<file path="src/rtl/div_seq_32.sv">
// Sequential unsigned restoring divider, one quotient bit per cycle.
// Trial subtraction runs through the shared carry-lookahead adder.
module CLA_32 (
  input  logic [31:0] a,
  input  logic [31:0] b,
  input  logic        c_in,
  output logic [31:0] sum,
  output logic        c_out,
  output logic        overflow
);

  logic [31:0] g;
  logic [31:0] p;
  logic [31:0] c;
  logic [7:0]  gg;
  logic [7:0]  gp;
  logic [8:0]  gc;

  assign g = a & b;
  assign p = a ^ b;

  for (genvar i = 0; i < 8; i++) begin : grp
    localparam int B = 4 * i;
    assign c[B]   = gc[i];
    assign c[B+1] = g[B]
                  | (p[B] & gc[i]);
    assign c[B+2] = g[B+1]
                  | (p[B+1] & g[B])
                  | (p[B+1] & p[B] & gc[i]);
    assign c[B+3] = g[B+2]
                  | (p[B+2] & g[B+1])
                  | (p[B+2] & p[B+1] & g[B])
                  | (p[B+2] & p[B+1] & p[B] & gc[i]);
    assign gg[i]  = g[B+3]
                  | (p[B+3] & g[B+2])
                  | (p[B+3] & p[B+2] & g[B+1])
                  | (p[B+3] & p[B+2] & p[B+1] & g[B]);
    assign gp[i]  = &p[B+3:B];
  end

  // Block carries chained over the 4-bit group generate/propagate
  always_comb begin
    gc[0] = c_in;
    for (int k = 0; k < 8; k++) begin
      gc[k+1] = gg[k] | (gp[k] & gc[k]);
    end
  end

  assign sum      = p ^ c;
  assign c_out    = gc[8];
  assign overflow = c[31] ^ gc[8];

endmodule

module div_seq_32 #(
  parameter int WIDTH = 32
) (
  input  logic             clk,
  input  logic             rst_n,
  input  logic             in_valid,
  output logic             in_ready,
  input  logic [WIDTH-1:0] dividend,
  input  logic [WIDTH-1:0] divisor,
  output logic             out_valid,
  input  logic             out_ready,
  output logic [WIDTH-1:0] quotient,
  output logic [WIDTH-1:0] remainder,
  output logic             div_by_zero
);

  localparam int CW = $clog2(WIDTH);

  typedef enum logic [1:0] {
    IDLE,
    RUN,
    DONE
  } state_t;

  state_t state;
  state_t state_n;

  logic [WIDTH-1:0] q;
  logic [WIDTH-1:0] r;
  logic [WIDTH-1:0] d;
  logic [CW-1:0]    cnt;

  logic             accept;
  logic             zero;
  logic             last;
  logic             t;
  logic             take;
  logic [WIDTH-1:0] r_sh;
  logic [WIDTH-1:0] q_sh;
  logic [WIDTH-1:0] diff;
  logic [WIDTH-1:0] r_n;
  logic [WIDTH-1:0] q_n;
  logic             c_out;
  logic             ovf_unused;

  assign accept = (state == IDLE) & in_valid & in_ready;
  assign zero   = (divisor == '0);
  assign last   = (cnt == CW'(WIDTH - 1));

  assign {t, r_sh, q_sh} = {r, q, 1'b0};

  CLA_32 u_cla (
    .a        (r_sh),
    .b        (~d),
    .c_in     (1'b1),
    .sum      (diff),
    .c_out    (c_out),
    .overflow (ovf_unused)
  );

  // A shifted-out bit means R' already exceeds any 32-bit divisor
  always_comb begin
    take = t | c_out;
    r_n  = take ? diff : r_sh;
    q_n  = {q_sh[WIDTH-1:1], take};
  end

  always_comb begin
    state_n = state;
    unique case (state)
      IDLE: if (accept) state_n = zero ? DONE : RUN;
      RUN:  if (last) state_n = DONE;
      DONE: if (out_ready) state_n = IDLE;
      default: state_n = IDLE;
    endcase
  end

  always_ff @(posedge clk or negedge rst_n) begin
    if (!rst_n) begin
      state <= IDLE;
    end else begin
      state <= state_n;
    end
  end

  assign out_valid = (state == DONE);

  always_ff @(posedge clk or negedge rst_n) begin
    if (!rst_n) begin
      in_ready    <= 1'b0;
      q           <= '0;
      r           <= '0;
      d           <= '0;
      cnt         <= '0;
      quotient    <= '0;
      remainder   <= '0;
      div_by_zero <= 1'b0;
    end else begin
      in_ready <= (state_n == IDLE);
      if (accept) begin
        if (zero) begin
          quotient    <= '1;
          remainder   <= dividend;
          div_by_zero <= 1'b1;
        end else begin
          q           <= dividend;
          r           <= '0;
          d           <= divisor;
          cnt         <= '0;
          div_by_zero <= 1'b0;
        end
      end else if (state == RUN) begin
        q   <= q_n;
        r   <= r_n;
        cnt <= cnt + 1'b1;
        if (last) begin
          quotient  <= q_n;
          remainder <= r_n;
        end
      end
    end
  end

endmodule

</file>
<file path="config.mk">
export PLATFORM = sky130hd
export DESIGN_NAME = div_seq_32
export DESIGN_NICKNAME = d
export VERILOG_FILES = /design/src/rtl/div_seq_32.sv
export SDC_FILE = /design/constraint.sdc
export NUM_CORES = 1
export LEC_CHECK = 0
export CAP_MARGIN = 0
export CORE_UTILIZATION = 30
export CTS_BUF_LIST = sky130_fd_sc_hd__clkbuf_4 sky130_fd_sc_hd__clkbuf_8
export DETAILED_ROUTE_END_ITERATION = 10
export DONT_BUFFER_PORTS = 1
export PLACE_DENSITY_LB_ADDON = 0.15
export SYNTH_ARGS = -nofsm -noshare
export SYNTH_HDL_FRONTEND = slang
export SYNTH_SLANG_ARGS = --single-unit
</file>
<file path="constraint.sdc">
create_clock -name clk -period 6.4 [get_ports clk]
set_input_delay 1.28 -clock clk [delete_from_list [all_inputs] [get_ports clk]]
set_output_delay 1.28 -clock clk [all_outputs]
set_load 0.02 [all_outputs]
</file>
==> summary by stage, run 1 <==
Routing
The routed layout has between 6000 and 7000 vias. In the routed design, unresolved DRC markers number 0. The count of routing violations after the opening detailed-route iteration is 536. The first detailed-routing pass ran for 5 iterations. The average wire length per cell after detail routing is between 20 and 25 um. Dividing the detail-routed via count by the number of cells gives 5.19.

The routed wire length is between 20 and 30 mm. The count of nets left with antenna violations after detail routing is 0.

Setup path
The slowest stage cell on the critical path is sky130_fd_sc_hd__nand2_2. Together, buffers and inverters on the worst path number 1. Walking the worst path, the cells encountered are nor4_1 > nand4_1 > nor3_1 > nand2b_2 > buf_4 > nand2_2 > o211ai_1 > o21a_1.

The path length in cells of the critical path is 8. At the worst endpoint, the required time is between 6 and 7 ns. The critical path arrival is slightly below 5 ns. Of all nets on the critical path, the largest fanout is between 60 and 70. The category of the most critical setup path is in2reg. The family of cells with the greatest summed delay on the critical path is simple AND/OR/NAND/NOR gates. In this run the worst setup path begins at divisor[24]. The worst setup path is captured at a flip-flop. The number of cells on the worst reg-to-reg path is 10.

The startpoint type of the worst setup path is an input port. The beginning of the worst register-to-register path is r[6]. In this design, the stage delay of the slowest critical-path cell is between 0.7 and 0.8 ns.

STA
The total count of max-transition violations in the final report came to 0. The setup TNS after final layout is 0 ns. The minimum period implied by the final worst setup slack is 4.40 ns.

For the pin with the worst max-slew slack, the measured transition is about 1.1 ns. The worst pin sits at a relative slew slack of 0.247. Setup violations remaining at the end of the flow were counted as 0. For the final database, setup skew stands at 0.0302 ns.

Dividing the final minimum period by the clock period gives 0.687. Based on the critical path, the design can be clocked at up to 0.227 GHz. Setup repair after global routing left no endpoint under its margin.

The number of hold violations in the final report came to 0.

Logic synthesis
In the synthesized netlist the async set-or-reset flop fraction comes to 1.00. The number of distinct library cells after synthesis is 63. The cell type with the highest aggregate area in the netlist is sky130_fd_sc_hd__dfrtp_1. sky130_fd_sc_hd__nand2_1 is the most common cell in the netlist. The number of flops mapped to enable cells by yosys is 0. The area share of xor/xnor cells in the synthesized design is 0.0222.

For this run, the leading register cell type out of synthesis is sky130_fd_sc_hd__dfrtp_1. The mux cell area share after synthesis is 0.0707. The synthesis warning total is 0. The netlist area before placement is between 9000 and 10000 um2. The average cell area after synthesis is ~9.3 um2.

Counting instances in the post-synthesis netlist gives the leading cell types as sky130_fd_sc_hd__nand2_1, sky130_fd_sc_hd__dfrtp_1, sky130_fd_sc_hd__o21ai_0, sky130_fd_sc_hd__nor2_1, sky130_fd_sc_hd__a21oi_1. The area fraction in and, or, nand and nor cells after synthesis is 0.163. The sequential-to-total area share from yosys stat is 0.467. The complex-gate fraction of the synthesized area is 0.168. Synthesis produced a netlist whose cell count is roughly 1000. The adder-cell share of the synthesized area is 0.0638. The flip-flop and latch count after synthesis is approximately 170.

The net count after synthesis is between 1000 and 1500. In the post-synthesis netlist, the biggest area contributors are sky130_fd_sc_hd__dfrtp_1, sky130_fd_sc_hd__nand2_1, sky130_fd_sc_hd__ha_1, sky130_fd_sc_hd__o21ai_0, sky130_fd_sc_hd__mux2_2. The top-area cell type share of the netlist area is 0.467. By area, the combinational part of the netlist is dominated by compound AO/OA/AOI/OAI gates.

Layout
The share of final-layout standard cells stronger than drive strength 1 is 0.0986. The repair_antennas step left the layout with diodes totalling 0. The final instance area is around 10000 um2. For this run, the post-layout net count is 1050.

The area added between synthesis and finish is 8.01%.

Pwr
The power density relative to cell area is ~640 nW/um2. The maximum ir drop on the vdd rail is around 0.2 mV. The analysis attributes to cell leakage a power of roughly 4 nW. Power comes to roughly 6.3 mW.

Die
The height of the die is around 180 um. The number of cell rows is 63. The die covers 30900 um2.

The I/O pin count is ~140. The core region area is ~30000 um2. The horizontal die dimension is around 180 um. The initial utilization of the core area, before any placement, comes to 0.305.

Global route
The first global-routing pass estimated ~43 mm of wire. The via count of the first global-routing pass is 6855. The global route total overflow is 0. Entering global routing, the biggest net connects 170 pins. The global-route total usage across every layer is 0.183.

The number of antenna violations at the first check in global routing is 0.

Clocking
The depth of the CTS H-tree is 4. The number of buffers inserted during clock tree synthesis is 17. Hold repair after CTS inserted 0 buffers. In this run the deepest clock path goes through 2 buffers. The clock input transition at the sequential cells of the worst setup and hold paths is ~0.11 ns. CTS saw ~170 sinks. The clock tree from TritonCTS is built. The number of setup buffers added after CTS is 0.

The number of gates resized after CTS is 0. The clock root buffer is sky130_fd_sc_hd__clkbuf_8. The clock reaches the later pin of the worst-skew pair after 0.48 ns.

Place
In this run the tool buffered the top-level ports with 0 buffer cells. The cell area after placement is roughly 9400 um2. The half-perimeter wire length after placement is about 19 mm.

The routability-driven placement congestion ratio is 0.771.

Run status
The flow ran to the end, and the final reports show no timing, DRC or antenna violations.

Worst hold path
The kind of path behind the tightest hold check is in2async.

Flow run
Across the run, the number of max-cap violations was 0.
==> power breakdown <==
part	switching [mW]	total, mW	internal, mW
Sequential	0.573	2.10	1.53
Clock	0.484	0.776	0.292
Combinational	2.03	3.43	1.41
==> area by class of cell <==
type                       count  area, um2
clock buffer                  17        234
clock inverter                15        149
fill                        3058      19900
inverter                      41        154
multi-input combinational    702       4470
sequential                   169       4230
tap                          390        488
timing repair buffer           9       67.6
==> cells by family after synthesis <==
group | after synthesis
AO/OA/AOI/OAI | 239
XOR/XNOR | 23
adder cells (fa/ha/maj) | 42
buffers and inverters | 100
flip-flops | 169
multiplexers | 60
AND/OR/NAND/NOR | 338
==> routing by layer <==
metal	GRT usage	vias to the layer above	part of all wire
li1	-	3351	-
met1	0.273	3426	0.51
met2	0.258	173	0.41
met3	0.0442	17	0.058
met4	0.0504	0	0.013
met5	0	-	0
==> placed cells by master (no fill, tap or decap), drive strengths merged, types with 4 or more instances in the layout <==
cell type | Yosys | routed
a21o | 11 | 11
a21oi | 52 | 52
a221oi | 4 | 4
a31oi | 35 | 35
a32o | 9 | 9
and2 | 4 | 4
buf | 17 | 9
clkbuf | 42 | 17
clkinv | 0 | 5
dfrtp | 169 | 169
fa | 7 | 7
ha | 35 | 35
inv | 41 | 51
mux2 | 32 | 32
mux2i | 28 | 28
nand2 | 189 | 189
nand2b | 5 | 5
nand3 | 16 | 16
nand4 | 5 | 5
nor2 | 68 | 68
nor3 | 8 | 8
nor4 | 10 | 10
o21ai | 87 | 87
o221ai | 9 | 9
o31ai | 4 | 4
or3 | 19 | 19
xnor2 | 11 | 11
xor2 | 12 | 12
==> state kept, by name, indices dropped and copies added, names as in the netlist <==
| name | count |
|---|---|
| remainder | 32 |
| cnt | 5 |
| in_ready | 1 |
| r | 32 |
| quotient | 32 |
| div_by_zero | 1 |
| state | 2 |
| q | 32 |
| d | 32 |
==> stage by stage <==
| step | cells | hold slack, ns | util | setup slack, ns |
|---|---|---|---|---|
| after floorplan | 971 | 0.461 | - | 3.28 |
| after global placement | 1311 | 0.488 | 0.316 | 1.56 |
| after detailed placement | 1311 | 0.492 | 0.316 | 1.45 |
| after CTS | 1343 | 0.448 | 0.329 | 1.96 |
| after global routing | 1343 | 0.445 | 0.329 | 1.71 |
| final | 1343 | 0.489 | 0.329 | 2.00 |
==> worst paths after layout <==
check	to	slack [ns]
setup / recovery	q[0]	2.00
hold / removal	quotient[27]	0.49
setup reg to reg	r[5]	2.62
hold reg to reg	quotient[17]	0.51
max in group asynchronous	d[14]	5.58
min in group clk	quotient[17]	0.51
No activity file was read; power rests on OpenSTA's default activity.
==> run 2, diff against run 1 <==
==> constraint.sdc (replaced) <==
create_clock -name clk -period 3.7 [get_ports clk]
set_input_delay 0.74 -clock clk [delete_from_list [all_inputs] [get_ports clk]]
set_output_delay 0.74 -clock clk [all_outputs]
set_load 0.02 [all_outputs]
==> summary by stage, run 2 (same netlist as run 1, synthesis figures left out) <==
Die
The floorplan die area is just over 30000 um2. The effective utilization at floorplan is 0.305. The core region area is about 30000 um2.

The horizontal die dimension is approximately 180 um. The floorplan has 63 rows. The height of the die is 176 um. The I/O pin count is about 140.

STA
The total count of max-transition violations in the final report was 0. Setup slack closes at around 0.19 ns. The post-route fraction of the period consumed by the critical path is 0.949. The number of hold violations in the final report is 35. Between clock sinks in the finished design, the worst skew comes to about 0.021 ns. The tightest hold margin is -0.0490 ns. The highest attainable clock frequency is 0.285 GHz. Setup repair after global routing left no endpoint under its margin.

The minimum period implied by the final worst setup slack is 3.51 ns. The count of final setup violators is 0. The normalized max-slew margin is 0.316. The slew at the pin with the worst max-slew slack is 1.02 ns.

In the final timing run, aggregate negative setup slack is 0 ns.

Setup path
The cell repeated most along the worst path is sky130_fd_sc_hd__nor2_1. The family of cells with the greatest summed delay on the critical path is compound AO/OA/AOI/OAI gates. The worst setup path is captured at a flip-flop. The beginning of the worst register-to-register path is r[14]. In this run the worst setup path begins at r[14]. The maximum net fanout on the critical path is 4. The critical path arrival is 3.89 ns. For this run, the slowest stage of the critical path takes roughly 0.47 ns.

The category of the most critical setup path is reg2reg. The signal on the critical path passes through ha_1 > nand2_1 > nor2_1 > nand3_1 > a2111oi_4 > nor2_1 > o31a_1 > fa_1 > xnor2_1 > o221ai_1 > a21oi_1 > a32o_1. At the worst endpoint, the required time is a little over 4 ns. The slowest stage cell on the critical path is sky130_fd_sc_hd__a2111oi_4. The buffers plus inverters on the worst setup path is 0.

STA classifies the critical path startpoint as a flip-flop.

Clocking
In this run the deepest clock path goes through 2 buffers. The number of gates resized after CTS is 0. Clock tree synthesis selected as its root buffer the cell sky130_fd_sc_hd__clkbuf_8.

The depth of the CTS H-tree is 4. The clock input transition at the sequential cells of the worst setup and hold paths is roughly 0.11 ns. Clock latency on the worst-skew pair, taken at its later pin, is around 0.5 ns. The number of clock sinks is around 170. The number of buffers inserted by post-CTS setup repair is 0.

The number of buffers inserted during clock tree synthesis is 17. TritonCTS built the clock tree.

Routing
The final layout contains routed wiring with a total length of around 27 mm. The routed wire length on met2 is roughly 12 mm. The detailed router finished its first iteration with about 510 violations. The detailed router put a total of ~13 mm of wire on met1. The top routing layer in use is met4. Using the TritonRoute via totals, the vias-per-cell ratio works out to 5.11. The detailed-route via count is around 7000.

In the detailed route, the total length drawn on met3 is about 2.0 mm. In the routed design, unresolved DRC markers number 0. The first TritonRoute pass finished after 5 iterations. Dividing the detail-routed wire length by the instance count gives 20.1 um. The count of nets left with antenna violations after detail routing is 0.

Place
At the placement stage, the worst setup path has a slack of 0.249 ns. The routability-driven placement congestion ratio is 0.805. The total instance count after detailed placement is approximately 1300. Once detailed placement completed, the half-perimeter wirelength came to a little under 20 mm. The number of input and output port buffers inserted is 0.

Global route
The number of antenna violations at the first check in global routing is 0. The maximum number of pins on one net before global-route repair is 170. The global-route total usage across every layer is 0.184.

The wire length of the first global-routing pass is 43.3 mm. The global route total overflow is 0. The via count of the first global-routing pass is 7029.

Layout
The library cell used most frequently in the layout, excluding fill and tap cells, is sky130_fd_sc_hd__nand2_1. Of the cells placed in the final design, the portion with a size suffix greater than 1 is 0.114. The number of fill cells is 3118. At the end of the flow the core is filled with cells to 0.335. Leaving out fill and tap cells, the most frequent cells in the layout are sky130_fd_sc_hd__nand2_1, sky130_fd_sc_hd__dfrtp_1, sky130_fd_sc_hd__o21ai_0.

The final instance count without filler cells is ~1400. The area added between synthesis and finish is 9.84%. The repair_antennas step left the layout with diodes totalling 0.

The area of combinational cells with multiple inputs is about 4500 um2. The sequential cells in the finished layout cover a total of approximately 4200 um2. The number of nets at the end of the flow is about 1100.

Worst hold path
The kind of path behind the tightest hold check is in2async.

Run status
The final reports fail on negative hold slack. The flow ran to the end, but the final reports show violations.

Pwr
The maximum ir drop on the vdd rail is 0.594 mV. The leakage power is around 4.2 nW. In this run the power density over the cells is roughly 1100 nW/um2.

Flow run
Max-cap violations in this run came to 0.
-- run 2: cell types whose count changed in the layout (fill, tap and decap cells not counted) --
cell                         change
sky130_fd_sc_hd__inv_8           -2
sky130_fd_sc_hd__buf_12          +2
sky130_fd_sc_hd__clkinv_8        -2
sky130_fd_sc_hd__clkinv_4        +2
sky130_fd_sc_hd__clkinv_2        -1
sky130_fd_sc_hd__inv_6           -3
sky130_fd_sc_hd__clkbuf_4        +1
sky130_fd_sc_hd__bufinv_16       +2
sky130_fd_sc_hd__buf_4          +14
sky130_fd_sc_hd__clkinvlp_4      +3
-- run 2: final cells by class --
cell class | instances | share of cell area
Sequential cell | 169 | 0.425
Clock buffer | 18 | 0.0243
Timing Repair Buffer | 25 | 0.0214
Multi-Input combinational cell | 702 | 0.449
Clock inverter | 14 | 0.0163
Tap cell | 390 | 0.0490
Inverter | 41 | 0.0155
-- run 2: power by group --
| part | leakage, nW | switching (mW) | total [mW] | internal [mW] |
|---|---|---|---|---|
| combinational | 2.10 | 3.69 | 6.35 | 2.66 |
| sequential | 1.89 | 0.908 | 3.56 | 2.65 |
| clock | 0.197 | 0.791 | 1.42 | 0.624 |
-- run 2: metal layers --
| layer | track usage | vias up |
|---|---|---|
| li1 | - | 3374 |
| met1 | 0.262 | 3390 |
| met2 | 0.265 | 171 |
| met3 | 0.0613 | 16 |
| met4 | 0.0467 | 0 |
| met5 | 0 | - |
-- run 2: through the flow --
stage                     total power [mW]  cell area, um2
final                                 11.3            9950
after floorplan                       8.15            9060
after CTS                             11.4            9950
after global placement                9.95            9550
after global routing                  12.3            9950
after detailed placement              9.94            9550
-- run 2: worst paths after layout --
kind	cells past startpoint	endpoint	slack [ns]
setup reg to reg	12	remainder[29]	0.19
setup / recovery	12	remainder[29]	0.19
hold reg to reg	2	quotient[24]	0.50
min in group clk	2	q[19]	0.38
max in group asynchronous	0	remainder[31]	3.29
hold / removal	0	quotient[23]	-0.05
==> run 3, diff against run 2 <==
--- a/config.mk
+++ b/config.mk
@@ -8,6 +8,7 @@
 export CAP_MARGIN = 0
 export CORE_UTILIZATION = 30
 export CTS_BUF_LIST = sky130_fd_sc_hd__clkbuf_4 sky130_fd_sc_hd__clkbuf_8
+export CTS_CLUSTER_SIZE = 12
 export DETAILED_ROUTE_END_ITERATION = 10
 export DONT_BUFFER_PORTS = 1
 export PLACE_DENSITY_LB_ADDON = 0.15
==> results of run 3 <==
Same layout as run 2: the final DEF is identical, and so are final timing and power.
